`src/rtl/ysyx_25040111_memarb.sv`:
```
// Two-port round-robin arbiter onto one beat-level memory bus.
// Grant is locked per burst; ok/rdata steered back to the owner.
module ysyx_25040111_memarb #(
  parameter int ADDR_W = 32,
  parameter int DATA_W = 32
) (
  input  logic              clock,
  input  logic              reset,
  input  logic              s0_start,
  input  logic [ADDR_W-1:0] s0_addr,
  input  logic [7:0]        s0_len,
  input  logic              s0_wen,
  input  logic [DATA_W-1:0] s0_wdata,
  input  logic [3:0]        s0_wmask,
  output logic              s0_ok,
  output logic [DATA_W-1:0] s0_rdata,
  input  logic              s1_start,
  input  logic [ADDR_W-1:0] s1_addr,
  input  logic [7:0]        s1_len,
  input  logic              s1_wen,
  input  logic [DATA_W-1:0] s1_wdata,
  input  logic [3:0]        s1_wmask,
  output logic              s1_ok,
  output logic [DATA_W-1:0] s1_rdata,
  output logic              m_start,
  output logic [ADDR_W-1:0] m_addr,
  output logic [7:0]        m_len,
  output logic              m_wen,
  output logic [DATA_W-1:0] m_wdata,
  output logic [3:0]        m_wmask,
  input  logic              m_ok,
  input  logic [DATA_W-1:0] m_rdata
);

  typedef enum logic [1:0] {
    IDLE  = 2'd0,
    BUSY0 = 2'd1,
    BUSY1 = 2'd2
  } state_e;

  state_e     state_q, state_d;
  logic       pend0_q, pend0_d;
  logic       pend1_q, pend1_d;
  logic       last_q, last_d;
  logic [7:0] cnt_q, cnt_d;
  logic [7:0] max_q, max_d;
  logic       mstart_q, mstart_d;

  logic req0, req1, any_req, win1;
  logic idle, busy0, busy1;
  logic own0, own1;

  assign idle  = (state_q == IDLE);
  assign busy0 = (state_q == BUSY0);
  assign busy1 = (state_q == BUSY1);

  // A start seen in IDLE competes in the same cycle.
  assign req0    = pend0_q | s0_start;
  assign req1    = pend1_q | s1_start;
  assign any_req = req0 | req1;
  assign win1    = req1 & (~req0 | ~last_q);

  assign own0 = busy0 | (idle & any_req & ~win1);
  assign own1 = busy1 | (idle & win1);

  always_ff @(posedge clock or negedge reset) begin
    if (!reset) begin
      state_q  <= IDLE;
      pend0_q  <= 1'b0;
      pend1_q  <= 1'b0;
      last_q   <= 1'b1;
      cnt_q    <= 8'd0;
      max_q    <= 8'd0;
      mstart_q <= 1'b0;
    end else begin
      state_q  <= state_d;
      pend0_q  <= pend0_d;
      pend1_q  <= pend1_d;
      last_q   <= last_d;
      cnt_q    <= cnt_d;
      max_q    <= max_d;
      mstart_q <= mstart_d;
    end
  end

  always_comb begin
    state_d  = state_q;
    last_d   = last_q;
    cnt_d    = cnt_q;
    max_d    = max_q;
    mstart_d = 1'b0;
    pend0_d  = pend0_q | (s0_start & ~busy0);
    pend1_d  = pend1_q | (s1_start & ~busy1);
    case (state_q)
      IDLE: begin
        if (any_req) begin
          mstart_d = 1'b1;
          cnt_d    = 8'd0;
          last_d   = win1;
          if (win1) begin
            state_d = BUSY1;
            max_d   = s1_len;
            pend1_d = 1'b0;
          end else begin
            state_d = BUSY0;
            max_d   = s0_len;
            pend0_d = 1'b0;
          end
        end
      end
      BUSY0, BUSY1: begin
        mstart_d = busy0 ? s0_start : s1_start;
        if (m_ok) begin
          if (cnt_q == max_q) begin
            state_d = IDLE;
            cnt_d   = 8'd0;
          end else begin
            cnt_d = cnt_q + 8'd1;
          end
        end
      end
      default: state_d = IDLE;
    endcase
  end

  always_comb begin
    m_addr  = '0;
    m_len   = '0;
    m_wen   = 1'b0;
    m_wdata = '0;
    m_wmask = '0;
    unique case (1'b1)
      own0: begin
        m_addr  = s0_addr;
        m_len   = s0_len;
        m_wen   = s0_wen;
        m_wdata = s0_wdata;
        m_wmask = s0_wmask;
      end
      own1: begin
        m_addr  = s1_addr;
        m_len   = s1_len;
        m_wen   = s1_wen;
        m_wdata = s1_wdata;
        m_wmask = s1_wmask;
      end
      default: ;
    endcase
  end

  assign m_start  = mstart_q;
  assign s0_ok    = m_ok & busy0;
  assign s1_ok    = m_ok & busy1;
  assign s0_rdata = busy0 ? m_rdata : '0;
  assign s1_rdata = busy1 ? m_rdata : '0;

endmodule

```
`config.mk`:
```
export PLATFORM = sky130hd
export DESIGN_NAME = ysyx_25040111_memarb
export DESIGN_NICKNAME = d
export VERILOG_FILES = /design/src/rtl/ysyx_25040111_memarb.sv
export SDC_FILE = /design/constraint.sdc
export NUM_CORES = 1
export LEC_CHECK = 0
export CORE_AREA = 2 2 132 134
export CTS_BUF_LIST = sky130_fd_sc_hd__clkbuf_16
export DETAILED_ROUTE_END_ITERATION = 16
export DIE_AREA = 0 0 134 136
export PLACE_DENSITY = 0.66
export SETUP_SLACK_MARGIN = 0.5
export SKIP_CTS_REPAIR_TIMING = 1
export SYNTH_ARGS = -nofsm -noshare
export SYNTH_HDL_FRONTEND = slang
export SYNTH_SLANG_ARGS = --single-unit
```
`constraint.sdc`:
```
create_clock -name clock -period 2.15 [get_ports clock]
set_input_delay 0.5375 -clock clock [delete_from_list [all_inputs] [get_ports clock]]
set_output_delay 0.5375 -clock clock [all_outputs]
set_load 0.05 [all_outputs]
```
# --- Word-level counts from Yosys, hierarchy flattened ---
# Index checks and enable logic that the tools add are counted.
totals:
  reg_bits: 22
  input_bits: 191
  output_inout_bits: 144
  word_cells: 67
op_classes:
  n_addsub: 1
  eq_ne: 6
  mux: 26
  n_bitwise: 21
  reduce_logical: 6
ops:
  columns: ["op", "n"]
  rows:
  - ["32-bit case mux with 2 select lines", 2]
  - ["32-bit 2-to-1 mux", 2]
  - ["8-bit 2-to-1 mux", 4]
  - ["8-bit case mux with 2 select lines", 2]
  - ["8-bit by 1-bit adder with 8-bit output, second input constant", 1]
  - ["1-bit AND", 8]
  - ["8-bit equality test", 1]
  - ["1-bit 2-to-1 mux", 8]
  - ["2-bit 2-to-1 mux", 4]
  - ["1-bit bitwise OR", 8]
  - ["4-bit case mux with 2 select lines", 1]
  - ["2-bit inequality test, second input constant", 3]
  - ["3-bit AND reduction", 2]
  - ["1-bit inverter", 5]
  - ["1-bit case mux with 2 select lines", 2]
  - ["2-bit case mux with 2 select lines", 1]
  - ["2-bit by 1-bit equality test with 1-bit output, second input constant", 1]
  - ["2-bit equality test, second input constant", 1]
  - ["2-bit logical NOT", 1]
  - ["2-bit AND reduction", 1]
  - ["2-bit nonzero test", 1]
  - ["2-bit OR reduction", 1]

# --- Longest topological paths before layout ---
# Gate-level depths: netlist of run 1.
depth:
  ltp_word: 8
  depth_mapped: 9
  mapped_depth_nobuf: 7

# --- Worst setup path before layout of run 1 ---
# No wires, ideal clock.
synth_timing:
  path_kind: "register to output"
  from: "register state_q[0]"
  to: "output m_wdata[10]"
  arrival_time_ps: 1970
  t_required_ps: 1612
  slack_ps: -358
  path_stages_with_launch: 10
  n_path_buf: 4
  path_cell_list: "dfrtp_1 -> inv_1 -> ha_1 -> clkbuf_1 -> nand2b_1 -> buf_4 -> o21ai_2 -> buf_6 -> buf_6 -> a22o_1"
synth_between:
  elab_chain_len: 5
  word_cells_on_any_way: 9
  cone_classes: "eq/ne: 2; mux: 1; bitwise: 5; reduce/logical: 1"
synth_rtl:
  columns: ["item", "line", "source"]
  rows:
  - ["start, declared", "41", "state_e state_q, state_d;"]
  - ["start signal, assigned", "76", "state_q <= state_d;"]
  - ["2-bit logical NOT", "53", "assign idle = (state_q == IDLE);"]
  - ["1-bit AND (2 in series)", "63", "assign own0 = busy0 | (idle & any_req & ~win1);"]
  - ["1-bit bitwise OR", "63", null]
  - ["32-bit case mux with 2 select lines *", "132", "unique case (1'b1)"]
  - ["end, declared", "29", "output logic [DATA_W-1:0] m_wdata,"]
# Mark *: on every way between the ends. The rest lies on a longest branch, timed or not.

# --- Worst setup path after layout of run 1 ---
layout_timing:
  from: "register pend1_q"
  to: "output m_wdata[9]"
layout_between:
  elab_chain_len: 6
  word_cells_on_any_way: 10
  cone_classes: "mux: 1; bitwise: 9"
layout_rtl:
  columns: ["item", "line", "source"]
  rows:
  - ["start, declared", "43", "logic pend1_q, pend1_d;"]
  - ["start signal, assigned", "78", "pend1_q <= pend1_d;"]
  - ["1-bit bitwise OR *", "59", "assign req1 = pend1_q | s1_start;"]
  - ["1-bit bitwise OR / 1-bit AND (equally long branches)", "60, 61", null]
  - ["1-bit AND / 1-bit inverter (equally long branches)", "63", null]
  - ["1-bit AND", "63", null]
  - ["1-bit bitwise OR", "63", null]
  - ["32-bit case mux with 2 select lines *", "132", null]
# Marks and branches as above.

==> impl_metrics.toml, run 1 <==
[clocking]
insertion_delay_ps = 260
path_clk_slew_ps = 60
clock_sinks = 22
root_buffer = "clkbuf_16"
cts_tree = "done"
cts-htree-levels = 1
cts_max_path_buffers = 2
numCtsBuffers = 3

[detailed_routing]
wl_met3_mm = 1.04
post_drt_via_cell_ratio = 4.39
wl_met1_mm = 6.13
drtIter0Drc = 115
totalWireLength_mm = 17.0
wl_per_cell_um = 19.1
vias = 3922
drtPass1Iterations = 4
drc = 0
highest_layer = "met4"
dr_wl_met2_mm = 9.61
ant_nets = 0

[worst_setup_path]
worstPathArrival_ps = 1970
cp.required_ps = 1610
critPathMaxFanout = 9
path_class = "reg2out"
endpoint_kind = "output port"
critPathLaunchType = "register"

[logic_synthesis]
synthDistinctLibCells = 34
ys_warn_count = 0
syn_area_mm2 = 0.00250
synth_nets = 487
ys.flop_type = "dfrtp_1"
synth_edf_count = 0
async_flop_share = 1.00
yosys.area_share.simple = 0.253
synth_top_family_by_area = "compound AO/OA/AOI/OAI gates"
synth_mux_area_frac = 0.0345
syn_avg_cell_area_um2 = 8.59
synth-compound-area-share = 0.373
netlist_instances = 291
ys_seq_area_frac = 0.221
yosys.area_share.xor_xnor = 0.0280
synth-seq-cells = 22
synthAdderAreaFrac = 0.0250

[placed_design]
port_buffers = 334
placed_area_mm2 = 0.00839
dp_slack_ps = -727
place.gp.congestion = 0.828
dp_hpwl_mm = 13.1

[timing]
skew_ps = 1.79
setup_viol = 110
tns_ps = -27290
fin_crit_ps = 2510
setup_slack_ps = -362
maxSlewViolCount = 0
relSlewSlack = 0.792
max_freq_mhz = 398
tightest_slew_ps = 309
final-hold-violation-count = 0
period_share = 1.17
rsz0062_at_grt = "yes"

[floorplan]
num_rows = 48
die_w_um = 134
floorplan.initialDensity = 0.148
pin_count = 335
die_area_mm2 = 0.0182
die_height_um = 136
core-area_mm2 = 0.0169

[power_and_ir_drop]
p_int_mw = 9.85
finalPower_mw = 18.8
vdd_ir_drop_max_uv = 1580
p_sw_mw = 8.98
power_frac_comb = 0.940
p_seq_frac = 0.039
p_leak_nw = 4.01
switching_share = 0.477
power_frac_clock = 0.021
powerDensity_mw_per_mm2 = 2010

[final_layout]
fill_cells = 1336
fin_area_mm2 = 0.00937
multiInputGateArea_mm2 = 0.00282
syn2layout_area_growth_pct = 275
layout-drive-gt1-share = 0.592
finalNetCount = 864
final-seq-area_um2 = 559

[grt]
grt_pass1_vias = 4069
antenna_found_initial = 1
grt-ovfl-total = 0
grt_max_degree = 39
grt_pass1_wl_mm = 22.5
grt.total_usage = 0.156

[status]
status = "complete, but fails checks"
violations = "setup timing"

[run]
drv_cap = 0

[worst_hold_path]
hold_path.class = "reg2reg"
layout by cell type, fill, tap and decap left out, drive strengths merged:
master / netlist / final
clkinv: 0 / 1
diode: 0 / 1
nor4: 3 / 3
xor2: 8 / 8
a21oi: 5 / 5
dfstp: 1 / 1
inv: 6 / 6
o21ai: 10 / 10
o21a: 2 / 2
o311ai: 6 / 6
ha: 5 / 5
dfrtp: 21 / 21
nor2: 2 / 2
and2: 67 / 67
nand3: 11 / 11
clkbuf: 10 / 12
buf: 16 / 200
and3: 2 / 2
mux2i: 6 / 6
dlymetal6s2s: 0 / 2
nand2b: 2 / 2
nand2: 21 / 21
a22o: 83 / 83
a2bb2oi: 1 / 1
mux2: 2 / 2
or2: 1 / 1
clkdlybuf4s50: 0 / 187
registers in the layout, indices dropped and copies added, names as in the netlist:
name	flops
cnt_q	8
max_q	8
state_q	2
last_q	1
pend1_q	1
m_start	1
pend0_q	1
cells by family (layout without fill, tap and decap cells):
group,after synthesis,count (layout)
AND/OR/NAND/NOR,109,109
AO/OA/AOI/OAI,107,107
XOR/XNOR,8,8
flip-flops,22,22
other,0,1
buffers and inverters,32,408
adder cells (fa/ha/maj),5,5
multiplexers,8,8
final cells by class:
type / instances / share of cell area
repair buffers: 398 / 0.598
clock inverters: 1 / 0.000401
multi-input cells: 237 / 0.301
well taps: 225 / 0.0301
flip-flops and latches: 22 / 0.0597
diodes: 1 / 0.000267
inverters: 6 / 0.00240
clock buffers: 3 / 0.00801
Yosys cell counts, types with 2 or more instances:
library cell / instances / share of area
o21ai_1: 3 / 0.0060
a22o_1: 83 / 0.29
xor2_1: 8 / 0.028
ha_1: 5 / 0.025
o21ai_0: 6 / 0.012
buf_1: 2 / 0.0030
nor4_1: 2 / 0.0050
buf_6: 4 / 0.018
and2_1: 67 / 0.17
mux2i_1: 6 / 0.024
inv_1: 6 / 0.0090
nand3_1: 11 / 0.022
nand2_1: 20 / 0.030
a21oi_1: 4 / 0.0080
dfrtp_1: 21 / 0.21
o311ai_2: 6 / 0.039
nor2_1: 2 / 0.0030
and3_1: 2 / 0.0050
buf_2: 9 / 0.018
clkbuf_1: 10 / 0.015
power groups by stage:
stage / registers, mW / clock network, mW / logic, mW
2_1_floorplan: 0.731 / 0 / 8.62
3_3_place_gp: 0.715 / 0 / 15.6
3_5_place_dp: 0.718 / 0 / 15.8
4_1_cts: 0.716 / 0.398 / 15.8
5_1_grt: 0.750 / 0.420 / 18.3
6_report: 0.731 / 0.397 / 17.7
metal layers:
layer / GRT usage / vias to the layer above
li1: - / 1846
met1: 0.175 / 1883
met2: 0.295 / 179
met3: 0.0377 / 14
met4: 0.0390 / 0
met5: 0 / -
worst paths after layout:
check                      slack [ps]          to  startpoint  cells past startpoint
min reg2reg                       470      last_q      last_q                      2
max in group asynchronous        1240      last_q       reset                      2
max                              -360  m_wdata[9]     pend1_q                      7
min                               470      last_q      last_q                      2
max reg2reg                       400     m_start  state_q[1]                      9
min in group asynchronous         640    cnt_q[7]       reset                      2
critical path, cell delays in order (launching register included):
cell	delay, ps
dfrtp_1	420
nor4_4	290
nand2b_4	200
o21ai_4	70
buf_12	160
clkbuf_16	170
a22o_4	260
buf_12	140
metrics by stage:
stage,hold slack [ps],cells,util
3_3_place_gp,455,853,0.497
5_1_grt,502,893,0.555
3_5_place_dp,450,853,0.497
2_1_floorplan,242,291,-
6_report,472,893,0.555
4_1_cts,460,857,0.502
Note: power is estimated with default switching activity, not from simulation.
==> inputs of run 2 (changes only) <==
Settings changed: CORE_AREA 2 2 132 134 to 2 2 129 131, DIE_AREA 0 0 134 136 to 0 0 131 133.
Clock period 2.15 ns to 3.1 ns, I/O delays scaled along.
==> run 2 against run 1 <==
The run now ends clean. Final cell count shrank 4.8%. First-iteration DRC count is 20% lower. Clock-buffer cell count unchanged. Global-route usage is 1.3 points higher. Non-clock buffer count fell by 38. Worst hold slack better by 3.7 ps. Clock skew increased by 4.1 ps. Combinational power down 39%. Wire length down 4.2%. Clock power shrank 9.8%.
==> impl_metrics.toml, run 2 (synthesis gave the netlist of run 1 again) <==
[detailed_routing]
ant_nets = 0
post_drt_via_cell_ratio = 4.41
drtPass1Iterations = 5
vias = 3752
drc = 0
totalWireLength_mm = 16.3
wl_per_cell_um = 19.2
drtIter0Drc = 92

[timing]
tns_ps = 0
rsz0062_at_grt = "yes"
relSlewSlack = 0.593
whs_ps = 475
final-hold-violation-count = 0
tightest_slew_ps = 606
skew_ps = 5.86
fin_crit_ps = 2950
period_share = 0.951
setup_viol = 0
maxSlewViolCount = 0
max_freq_mhz = 339

[worst_setup_path]
endpoint = "m_len[4]"
path_class = "in2out"
r2r_cells = 7
critPathMaxFanout = 8
endpoint_kind = "output port"
regToRegSetupSlack_ps = 1050
critPathLaunchType = "primary input"
worst_setup_path_startpoint = "s0_start"
r2r-end = "cnt_q[4]"
r2r_start = "state_q[0]"
cp.required_ps = 2320
worstPathArrival_ps = 2170

[clocking]
path_clk_slew_ps = 60
root_buffer = "clkbuf_16"
numCtsBuffers = 3
cts-htree-levels = 1
cts_tree = "done"
cts_max_path_buffers = 2
clock_sinks = 22
insertion_delay_ps = 260

[worst_hold_path]
hold_start = "last_q"
hold_path.class = "reg2reg"

[floorplan]
die_height_um = 133
pin_count = 335
core-area_mm2 = 0.0162
floorplan.initialDensity = 0.155
die_area_mm2 = 0.0174
die_w_um = 131
num_rows = 47

[placed_design]
place.gp.congestion = 0.842
dp_hpwl_mm = 13.6
port_buffers = 334

[power_and_ir_drop]
vdd_ir_drop_max_uv = 1060
p_leak_nw = 3.48
powerDensity_mw_per_mm2 = 1480

[status]
status = "completed"

[grt]
grt_pass1_wl_mm = 22.4
grt_max_degree = 35
grt_pass1_vias = 3898
grt.total_usage = 0.169
antenna_found_initial = 1
grt-ovfl-total = 0

[run]
drv_cap = 0

[final_layout]
final_common_cell = "clkdlybuf4s50_1"
syn2layout_area_growth_pct = 216
final_cell_mix = "clkdlybuf4s50_1 (189), buf_12 (94), a22o_4 (77), buf_4 (68), and2_1 (67)"
top_regs = "cnt_q (8), max_q (8), state_q (2)"
fill_cells = 1396
layout-drive-gt1-share = 0.431
finalNetCount = 826
## run 2: worst min-delay path by stage
| stage | to | cells after the start | slack, ps |
|---|---|---|---|
| global route | last_q | 2 | 490 |
| floorplan | last_q | 2 | 440 |
| detailed placement | last_q | 2 | 450 |
| finish | last_q | 2 | 480 |
| global placement | last_q | 2 | 450 |
| CTS | last_q | 2 | 470 |
## run 2: area by class of cell
type	instances	area [um2]	area share
clock inverters	1	30.0	0.00380
multi-input cells	237	2490	0.315
inverters	6	22.5	0.00285
well taps	220	275	0.0348
repair buffers	360	4450	0.564
diodes	1	2.50	0.000317
clock buffers	3	75.1	0.00950
flip-flops and latches	22	552	0.0698
## run 2: critical path, cell delays in order
cell and delay (ps):
buf_8 110, nor4_4 270, nand2b_4 200, o21ai_4 70, buf_12 160, clkbuf_16 170, a22o_4 270, buf_12 150
## run 2: power by group
| part | switching (mW) | internal [mW] |
|---|---|---|
| combinational | 5.66 | 5.15 |
| sequential | 0.106 | 0.403 |
| clock | 0.102 | 0.256 |
| total | 5.87 | 5.81 |
## run 2: through the flow
| stage | setup slack [ps] | util | power, mW | instances | cell area (um2) |
|---|---|---|---|---|---|
| after floorplan | 372 | - | 6.42 | 291 | 3150 |
| after global placement | -233 | 0.467 | 10.7 | 837 | 7550 |
| after detailed placement | -298 | 0.467 | 10.8 | 837 | 7550 |
| after CTS | -302 | 0.473 | 11.2 | 841 | 7650 |
| after global routing | 94.3 | 0.489 | 12.1 | 850 | 7900 |
| final | 152 | 0.489 | 11.7 | 850 | 7900 |
## run 2: routing by layer
layer  up-vias  wire, um  GRT usage  part of all wire
met5         -         0          0                 0
met4         0       138     0.0230            0.0085
met3        10      1620     0.0408             0.099
met2       231      8470      0.318              0.52
met1      1755      6090      0.195              0.37
li1       1756         -          -                 -
